==> src/rtl/stage_sequencer.sv <==
// -----------------------------------------------------------------------------
// stage_sequencer
//
// Producer side of the stage-compare protocol.  For one detection window it
// walks the cascade stage by stage: fetches each stage descriptor from the
// stage table ROM, publishes the stage threshold and last-stage flag, streams
// the stage's weak-classifier indices to the feature pipeline, then waits for
// the compare controller to answer next_stage / done / break.
//
// Ports:
//   clk_i, rst_i            clock, asynchronous active-high reset
//   start_i, num_stages_i   start a cascade of num_stages_i stages (0 ignored)
//   busy_o                  sequencer not idle
//   stage_rd_o/addr_o       stage ROM read strobe / address
//   stage_rdata_i           descriptor {thr[31:0], first_clf, clf_num}, valid
//                           one cycle after stage_rd_o
//   stage_threshold_o       stage threshold, held for the whole stage
//   stage_threshold_val_o   1-cycle pulse when the threshold updates
//   stage_last_o            current stage is the final one (level)
//   stage_clear_o           1-cycle accumulator clear, with threshold_val
//   stage_idx_o             current stage index
//   clf_idx_o/val_o/last_o  weak-classifier index stream, clf_ready_i accepts
//   next_stage_i, done_i    compare controller answers (pulses)
//   break_i                 abort level from the compare controller
//   err_o                   sticky protocol error, cleared only by reset
// -----------------------------------------------------------------------------
module stage_sequencer #(
    parameter int STAGE_W = 5,
    parameter int CLF_W   = 12,
    parameter int DESC_W  = 32 + 2 * CLF_W
) (
    input  logic               clk_i,
    input  logic               rst_i,
    input  logic               start_i,
    input  logic [STAGE_W-1:0] num_stages_i,
    output logic               busy_o,
    output logic               stage_rd_o,
    output logic [STAGE_W-1:0] stage_addr_o,
    input  logic [DESC_W-1:0]  stage_rdata_i,
    output logic [31:0]        stage_threshold_o,
    output logic               stage_threshold_val_o,
    output logic               stage_last_o,
    output logic               stage_clear_o,
    output logic [STAGE_W-1:0] stage_idx_o,
    output logic [CLF_W-1:0]   clf_idx_o,
    output logic               clf_val_o,
    output logic               clf_last_o,
    input  logic               clf_ready_i,
    input  logic               next_stage_i,
    input  logic               done_i,
    input  logic               break_i,
    output logic               err_o
);

    typedef enum logic [2:0] {
        S_IDLE,
        S_FETCH,
        S_LOAD,
        S_ISSUE,
        S_WAIT
    } state_t;

    localparam logic [STAGE_W-1:0] ONE_STG = STAGE_W'(1);
    localparam logic [CLF_W-1:0]   ONE_CLF = CLF_W'(1);

    state_t             r_state;
    state_t             w_state_nxt;

    logic [STAGE_W-1:0] r_num_stages;
    logic [STAGE_W-1:0] r_stage_idx;
    logic [31:0]        r_thr;
    logic [CLF_W-1:0]   r_clf_base;
    logic [CLF_W-1:0]   r_clf_num;
    logic [CLF_W-1:0]   r_k;
    logic               r_thr_val;
    logic               r_last;
    logic               r_err;

    logic               w_start;
    logic               w_load;
    logic               w_adv;
    logic               w_next_stage;
    logic               w_err_set;
    logic               w_k_last;

    logic [31:0]        w_rd_thr;
    logic [CLF_W-1:0]   w_rd_first;
    logic [CLF_W-1:0]   w_rd_num;

    assign w_rd_thr   = stage_rdata_i[DESC_W-1 -: 32];
    assign w_rd_first = stage_rdata_i[2*CLF_W-1 -: CLF_W];
    assign w_rd_num   = stage_rdata_i[CLF_W-1:0];

    assign w_k_last   = (r_k == (r_clf_num - ONE_CLF));

    // State register
    always_ff @(posedge clk_i or posedge rst_i) begin
        if (rst_i) begin
            r_state <= S_IDLE;
        end else begin
            r_state <= w_state_nxt;
        end
    end

    // Next state and datapath strobes; break_i > done_i > next_stage_i
    always_comb begin
        w_state_nxt  = r_state;
        w_start      = 1'b0;
        w_load       = 1'b0;
        w_adv        = 1'b0;
        w_next_stage = 1'b0;
        w_err_set    = 1'b0;

        unique case (r_state)
            S_IDLE: begin
                if (start_i && (num_stages_i != '0)) begin
                    w_start     = 1'b1;
                    w_state_nxt = S_FETCH;
                end
            end

            S_FETCH, S_LOAD, S_ISSUE: begin
                if (break_i) begin
                    w_state_nxt = S_IDLE;
                end else if (done_i || next_stage_i) begin
                    // Controller answered before the stage was fully issued
                    w_err_set   = 1'b1;
                    w_state_nxt = S_IDLE;
                end else if (r_state == S_FETCH) begin
                    w_state_nxt = S_LOAD;
                end else if (r_state == S_LOAD) begin
                    w_load      = 1'b1;
                    w_state_nxt = (w_rd_num == '0) ? S_WAIT : S_ISSUE;
                end else if (clf_ready_i) begin
                    w_adv = 1'b1;
                    if (w_k_last) begin
                        w_state_nxt = S_WAIT;
                    end
                end
            end

            S_WAIT: begin
                if (break_i || done_i) begin
                    w_state_nxt = S_IDLE;
                end else if (next_stage_i) begin
                    if (r_last) begin
                        w_err_set   = 1'b1;
                        w_state_nxt = S_IDLE;
                    end else begin
                        w_next_stage = 1'b1;
                        w_state_nxt  = S_FETCH;
                    end
                end
            end

            default: begin
                w_state_nxt = S_IDLE;
            end
        endcase
    end

    // Stage/classifier datapath
    always_ff @(posedge clk_i or posedge rst_i) begin
        if (rst_i) begin
            r_num_stages <= '0;
            r_stage_idx  <= '0;
            r_thr        <= '0;
            r_clf_base   <= '0;
            r_clf_num    <= '0;
            r_k          <= '0;
            r_thr_val    <= 1'b0;
            r_last       <= 1'b0;
            r_err        <= 1'b0;
        end else begin
            if (w_start) begin
                r_num_stages <= num_stages_i;
                r_stage_idx  <= '0;
            end else if (w_next_stage) begin
                r_stage_idx <= r_stage_idx + ONE_STG;
            end

            // The pulse lands one cycle after LOAD, together with the new threshold
            r_thr_val <= w_load;

            if (w_load) begin
                r_thr      <= w_rd_thr;
                r_clf_base <= w_rd_first;
                r_clf_num  <= w_rd_num;
                r_k        <= '0;
                r_last     <= (r_stage_idx == (r_num_stages - ONE_STG));
            end else if (w_adv) begin
                r_k <= r_k + ONE_CLF;
            end

            // Leaving the cascade for any reason drops the last-stage level
            if ((w_state_nxt == S_IDLE) && (r_state != S_IDLE)) begin
                r_last <= 1'b0;
            end

            if (w_err_set) begin
                r_err <= 1'b1;
            end
        end
    end

    assign busy_o                = (r_state != S_IDLE);
    assign stage_rd_o            = (r_state == S_FETCH);
    assign stage_addr_o          = r_stage_idx;
    assign stage_idx_o           = r_stage_idx;
    assign stage_threshold_o     = r_thr;
    assign stage_threshold_val_o = r_thr_val;
    assign stage_clear_o         = r_thr_val;
    assign stage_last_o          = r_last;
    assign clf_val_o             = (r_state == S_ISSUE);
    assign clf_idx_o             = r_clf_base + r_k;   // wraps modulo 2^CLF_W
    assign clf_last_o            = (r_state == S_ISSUE) && w_k_last;
    assign err_o                 = r_err;

endmodule

==> config.mk <==
export PLATFORM = sky130hd
export DESIGN_NAME = stage_sequencer
export DESIGN_NICKNAME = d
export VERILOG_FILES = /design/src/rtl/stage_sequencer.sv
export SDC_FILE = /design/constraint.sdc
export NUM_CORES = 1
export LEC_CHECK = 0
export ABC_CLOCK_PERIOD_IN_PS = 4700
export BUFFER_PORTS_ARGS = -buffer_cell sky130_fd_sc_hd__buf_4
export CAP_MARGIN = 25
export CORE_ASPECT_RATIO = 2
export CORE_MARGIN = 3
export CORE_UTILIZATION = 35
export DETAILED_ROUTE_END_ITERATION = 8
export HOLD_SLACK_MARGIN = 0.15
export PLACE_DENSITY = 0.61
export SKIP_CTS_REPAIR_TIMING = 1
export SYNTH_ARGS = -nofsm -noshare
export SYNTH_HDL_FRONTEND = slang
export SYNTH_SLANG_ARGS = --single-unit
==> constraint.sdc <==
create_clock -name clk_i -period 4.7 [get_ports clk_i]
set_clock_uncertainty 0.2 [all_clocks]
set_input_delay 0.94 -clock clk_i [delete_from_list [all_inputs] [get_ports clk_i]]
set_output_delay 0.94 -clock clk_i [all_outputs]
set_load 0.02 [all_outputs]
## After elaboration in Yosys (flattened, before gate mapping)

Index checks and enable logic that the tools add are counted.
W data, S select, Z words.

| storage, ports and cells | value |
|---|---|
| bits in latches | 0 |
| bits of input ports | 68 |
| word-level logic and storage cells | 76 |
| memories | 0 |
| output and inout bits | 62 |
| bits in writable memories | 0 |
| ROM bits | 0 |
| register bits | 84 |

| operators by class | value |
|---|---|
| bitwise logic cells | 0 |
| magnitude comparators | 0 |
| multiplexer cells | 41 |
| $add $sub $neg | 5 |
| divide/modulo/power cells | 0 |
| $mul | 0 |
| shift-type cells | 0 |
| equal/unequal tests | 6 |
| reduce and logical (&&, ||, !) cells | 14 |

Operators by type and width:

| kind | count |
|---|---|
| $mux W3 | 10 |
| $mux W1 | 25 |
| $mux W12 | 2 |
| $add A12 B1 Y12 const B | 1 |
| $add A12 B12 Y12 | 1 |
| $eq A12 B12 Y1 | 1 |
| $logic_not A12 Y1 | 1 |
| $sub A12 B1 Y12 const B | 1 |
| $mux W5 | 2 |
| $pmux W3 S3 | 1 |
| $eq A3 B2 Y1 const B | 2 |
| $logic_not A3 Y1 | 2 |
| $reduce_bool A2 Y1 | 3 |
| $add A5 B1 Y5 const B | 1 |
| $eq A5 B5 Y1 | 1 |
| $reduce_bool A5 Y1 | 1 |
| $sub A5 B1 Y5 const B | 1 |
| $eq A3 B1 Y1 const B | 1 |
| $eq A3 B3 Y1 const B | 1 |
| $logic_and A1 B1 Y1 | 3 |
| $reduce_bool A3 Y1 | 1 |
| $reduce_or A3 Y1 | 1 |
| $logic_or A1 B1 Y1 | 2 |
| $pmux W1 S2 | 1 |

## Longest topological paths before layout

| logic depth | value |
|---|---|
| depth in word-level cells | 12 |
| depth in mapped cells | 9 |
| depth with buffers taken out | 9 |

## Worst setup path after synthesis

No wires, ideal clock.

| timing | value |
|---|---|
| kind | register to output |
| start | register r_clf_num[0] |
| end | output clf_last_o |
| path slack | 0.654 ns |
| required time | 3.560 ns |
| arrival time | 2.906 ns |
| stages on the path, launching flop included | 10 |
| path buffers | 1 |
| cell sequence | dfrtp_1 > inv_1 > ha_1 > or4b_1 > buf_2 > or4_4 > a2111oi_2 > and3_1 > nand3b_1 > nor3b_1 |

| between the ends | value |
|---|---|
| cells in the longest elaborated chain, start to end | 3 |

RTL lines:

| what | line | text |
|---|---|---|
| start, declared | 73 | `logic [CLF_W-1:0] r_clf_num;` |
| start signal, assigned | 188 | `r_clf_num <= w_rd_num;` |
| $sub A12 B1 Y12 | 94 | `assign w_k_last = (r_k == (r_clf_num - ONE_CLF));` |
| $eq A12 B12 Y1 | 94 |  |
| $logic_and A1 B1 Y1 | 216 | `assign clf_last_o = (r_state == S_ISSUE) && w_k_last;` |
| end, declared | 47 | `output logic clf_last_o,` |

No other way between the ends.

## Worst setup path in the final report

Same ends and word-level chain as after synthesis.

==> impl_metrics.py <==
metrics = {
    "outcome": {
        "outcome": "finished, final reports clean",
    },
    "placement": {
        "hpwlAfterDp_um": 8968,
        "dp_cells": 673,
        "placed_area_sq_um": 5593,
        "port_buffers": 129,
        "gp_congestion": 0.8861,
    },
    "clock_tree": {
        "cts_max_level": 3,
        "clkSlewWorstSetupHoldPaths_ns": 0.06,
        "clk_path_buf_depth": 2,
        "cts.sinks": 84,
        "clock-root-buffer": "clkbuf_16",
        "cts_buffers": 9,
        "cts_tree": "done",
        "insertion_delay_ns": 0.34,
    },
    "yosys": {
        "ys_async_sr_fraction": 1.000,
        "synth_compound_area_frac": 0.09109,
        "synth_top_flop_cell": "dfrtp_1",
        "yosysTopAreaCell": "dfrtp_1",
        "synth-edff-count": 0,
        "synth-warning-count": 0,
        "synth-simple-area-share": 0.1287,
        "synth.area.top_cells": "dfrtp_1, mux2_2, xnor2_1",
        "avgSynthCellArea_sq_um": 10.98,
        "synth.top_cell.area_share": 0.4680,
        "synth_fp_nets": 493,
        "synth_top_family_by_area": "multiplexers",
        "synth_adder_area_share": 0.04847,
        "yosys.area_share.xor_xnor": 0.07799,
        "synthCells": 409,
        "synth_cell_type_count": 61,
        "syn_area_sq_um": 4492,
        "ys_ff_latch": 84,
        "muxShareOfSynthArea": 0.1471,
        "synth.yosys.seq_area_share": 0.4680,
    },
    "grt": {
        "grt_pass1_wl_um": 18600,
        "overflow": 0,
        "grt_max_degree": 54,
        "antenna_found_initial": 0,
        "grt_use_total": 0.1657,
        "grt_pass1_vias": 3863,
    },
    "routing": {
        "dr_wl_met2_um": 6659,
        "drc": 0,
        "final_antenna_net_count": 0,
        "route.met3.wl_um": 445,
        "post_drt_wl_per_cell_um": 16.54,
        "routed.top_layer": "met4",
        "wl_um": 11390,
        "first_pass_iters": 4,
        "drt-initial-drc-count": 110,
        "vias_per_cell": 5.183,
        "met1_length_um": 3845,
        "num_vias": 3571,
    },
    "pwr": {
        "switching_share": 0.2700,
        "p_int_mw": 1.375,
        "p_leak_nw": 2.888,
        "pwr-share-seq": 0.436,
        "p_per_area_nw_per_um2": 320.1,
        "combinationalPowerShare": 0.197,
        "clkPwrFrac": 0.367,
        "power_switching_uw": 508.4,
        "power.total_mw": 1.883,
        "peakVddDrop_mv": 0.2355,
    },
    "timing": {
        "max_freq_mhz": 225.8,
        "finalCritPeriodShare": 0.9422,
        "maxSlewHeadroom": 0.4379,
        "setup-tns-final_ns": 0,
        "rsz0062_at_grt": "no",
        "timing.final.crit_period_ns": 4.428,
        "setup_viol": 0,
        "worst_pin_slew_ns": 0.8366,
        "report.final.slew_viol_count": 0,
        "finalHoldViolations": 0,
    },
    "floorplan": {
        "core_sq_um": 12550,
        "die_w_um": 86.11,
        "start_util": 0.3578,
        "die_h_um": 166.2,
        "ios": 130,
        "die-area_sq_um": 14310,
        "placementRows": 58,
    },
    "finish": {
        "area_growth_pct": 30.97,
        "antennaDiodeCount": 0,
        "fin_area_sq_um": 5883,
        "fin_cells": 689,
        "fin_nets": 618,
        "fin_util": 0.4686,
        "drive_above_1_share": 0.3970,
    },
    "worst_setup_path": {
        "critical_path_class": "flip-flop to output port",
        "reg2reg_from": "r_clf_num[0]",
        "crit_chain": "inv_1 > ha_1 > or4b_4 > or4_4 > a2111oi_2 > and3_1 > nand3b_1 > nor3b_1 > buf_4",
        "crit_buf_inv": 2,
        "regToRegEndpoint": "r_state[1]",
        "crit_arrival_ns": 3.29,
        "endpoint_kind": "output port",
        "crit_path_top_delay_cell": "or4b_4",
        "cp.required_ns": 3.56,
        "cp-startpoint": "r_clf_num[0]",
        "crit_family": "simple AND/OR/NAND/NOR gates",
        "slowest_delay_ns": 0.54,
        "r2r_setup_slack_ns": 1.57,
        "critPathCapture": "clf_last_o",
        "start_kind": "flip-flop",
        "crit_cells": 9,
        "crit_fanout": 6,
        "reg2regPathDepth": 8,
    },
    "worst_hold_path": {
        "hold_class": "flip-flop to flip-flop",
    },
    "run": {
        "drv_cap": 0,
    },
}
==> flip-flops by register name, indices dropped and copies added (netlist names), 3 cells and up <==
signal	count
stage_addr_o	5
r_clf_base	12
r_k	12
stage_threshold_o	32
r_num_stages	5
r_state	3
r_clf_num	12
==> area by class of cell <==
type / count / area, sq um
clock buffers: 12 / 236.5
fillers: 1192 / 6671
repair buffers: 132 / 1003
clock inverters: 4 / 50.05
flip-flops and latches: 84 / 2102
multi-input cells: 287 / 2227
inverters: 20 / 76.32
well taps: 150 / 187.7
==> per-layer routing <==
metal | up-vias | track usage
met5 | - | 0
met4 | 0 | 0.07581
met3 | 28 | 0.03625
met2 | 101 | 0.3156
met1 | 1756 | 0.1626
li1 | 1686 | -
==> logic make-up (layout without fill, tap and decap cells) <==
kind of cell               after synthesis  count (layout)
and+or+nand+nor                        114             114
AOI/OAI and AO/OA                       57              57
buffers and inverters                   38             168
adders and majority gates               17              17
xor gates and xnor gates                40              40
DFF                                     84              84
muxes                                   59              59
==> synthesized netlist by cell type, types with 4 or more instances <==
| cell | number |
|---|---|
| a21oi_1 | 12 |
| buf_4 | 6 |
| clkbuf_1 | 10 |
| dfrtp_1 | 84 |
| ha_1 | 15 |
| inv_1 | 20 |
| mux2_2 | 56 |
| nand2_1 | 20 |
| nand3_1 | 11 |
| nand4_1 | 7 |
| nor2_1 | 35 |
| nor2b_1 | 4 |
| nor3_1 | 11 |
| nor4_1 | 4 |
| o21ai_0 | 13 |
| o31ai_1 | 4 |
| or3_1 | 4 |
| xnor2_1 | 22 |
| xor2_1 | 18 |
==> worst min-delay path by stage <==
stage                                startpoint                     to  cells after the start
final                                     err_o                  err_o                      1
after global routing      stage_threshold_o[28]  stage_threshold_o[28]                      1
after CTS                                 err_o                  err_o                      1
after detailed placement                  err_o                  err_o                      1
after global placement                    err_o                  err_o                      1
after floorplan                      r_state[1]             r_state[1]                      1
==> cell usage in the layout (no fill, tap or decap), types with 3 or more instances in the layout <==
master / n
nor2b_1: 4
nand3_1: 11
inv_1: 19
clkbuf_16: 9
nor3_1: 11
mux2_2: 56
xnor2_1: 22
o21a_1: 3
a21oi_1: 12
ha_1: 15
dfrtp_1: 84
nand4_1: 7
clkbuf_1: 3
xor2_1: 18
nor4_1: 4
or3_1: 4
nor2_1: 34
mux2i_1: 3
buf_4: 131
nand2_1: 20
o31ai_1: 4
o21ai_0: 13
==> stage by stage <==
stage,hold slack [ns],setup WS [ns]
CTS,0.3016,0.2067
global route,0.3262,0.06120
floorplan,0.2869,0.6538
detailed placement,0.2806,0.5904
global placement,0.2682,0.6568
finish,0.2953,0.2718
==> power groups by stage <==
| stage | Sequential [mW] | Clock, mW | Combinational [mW] |
|---|---|---|---|
| after detailed placement | 0.834 | 0 | 0.374 |
| after floorplan | 0.855 | 0 | 0.195 |
| after global placement | 0.831 | 0 | 0.368 |
| after CTS | 0.821 | 0.712 | 0.375 |
| final | 0.821 | 0.692 | 0.370 |
| after global routing | 0.829 | 0.749 | 0.404 |
No activity file was read; power rests on OpenSTA's default activity.
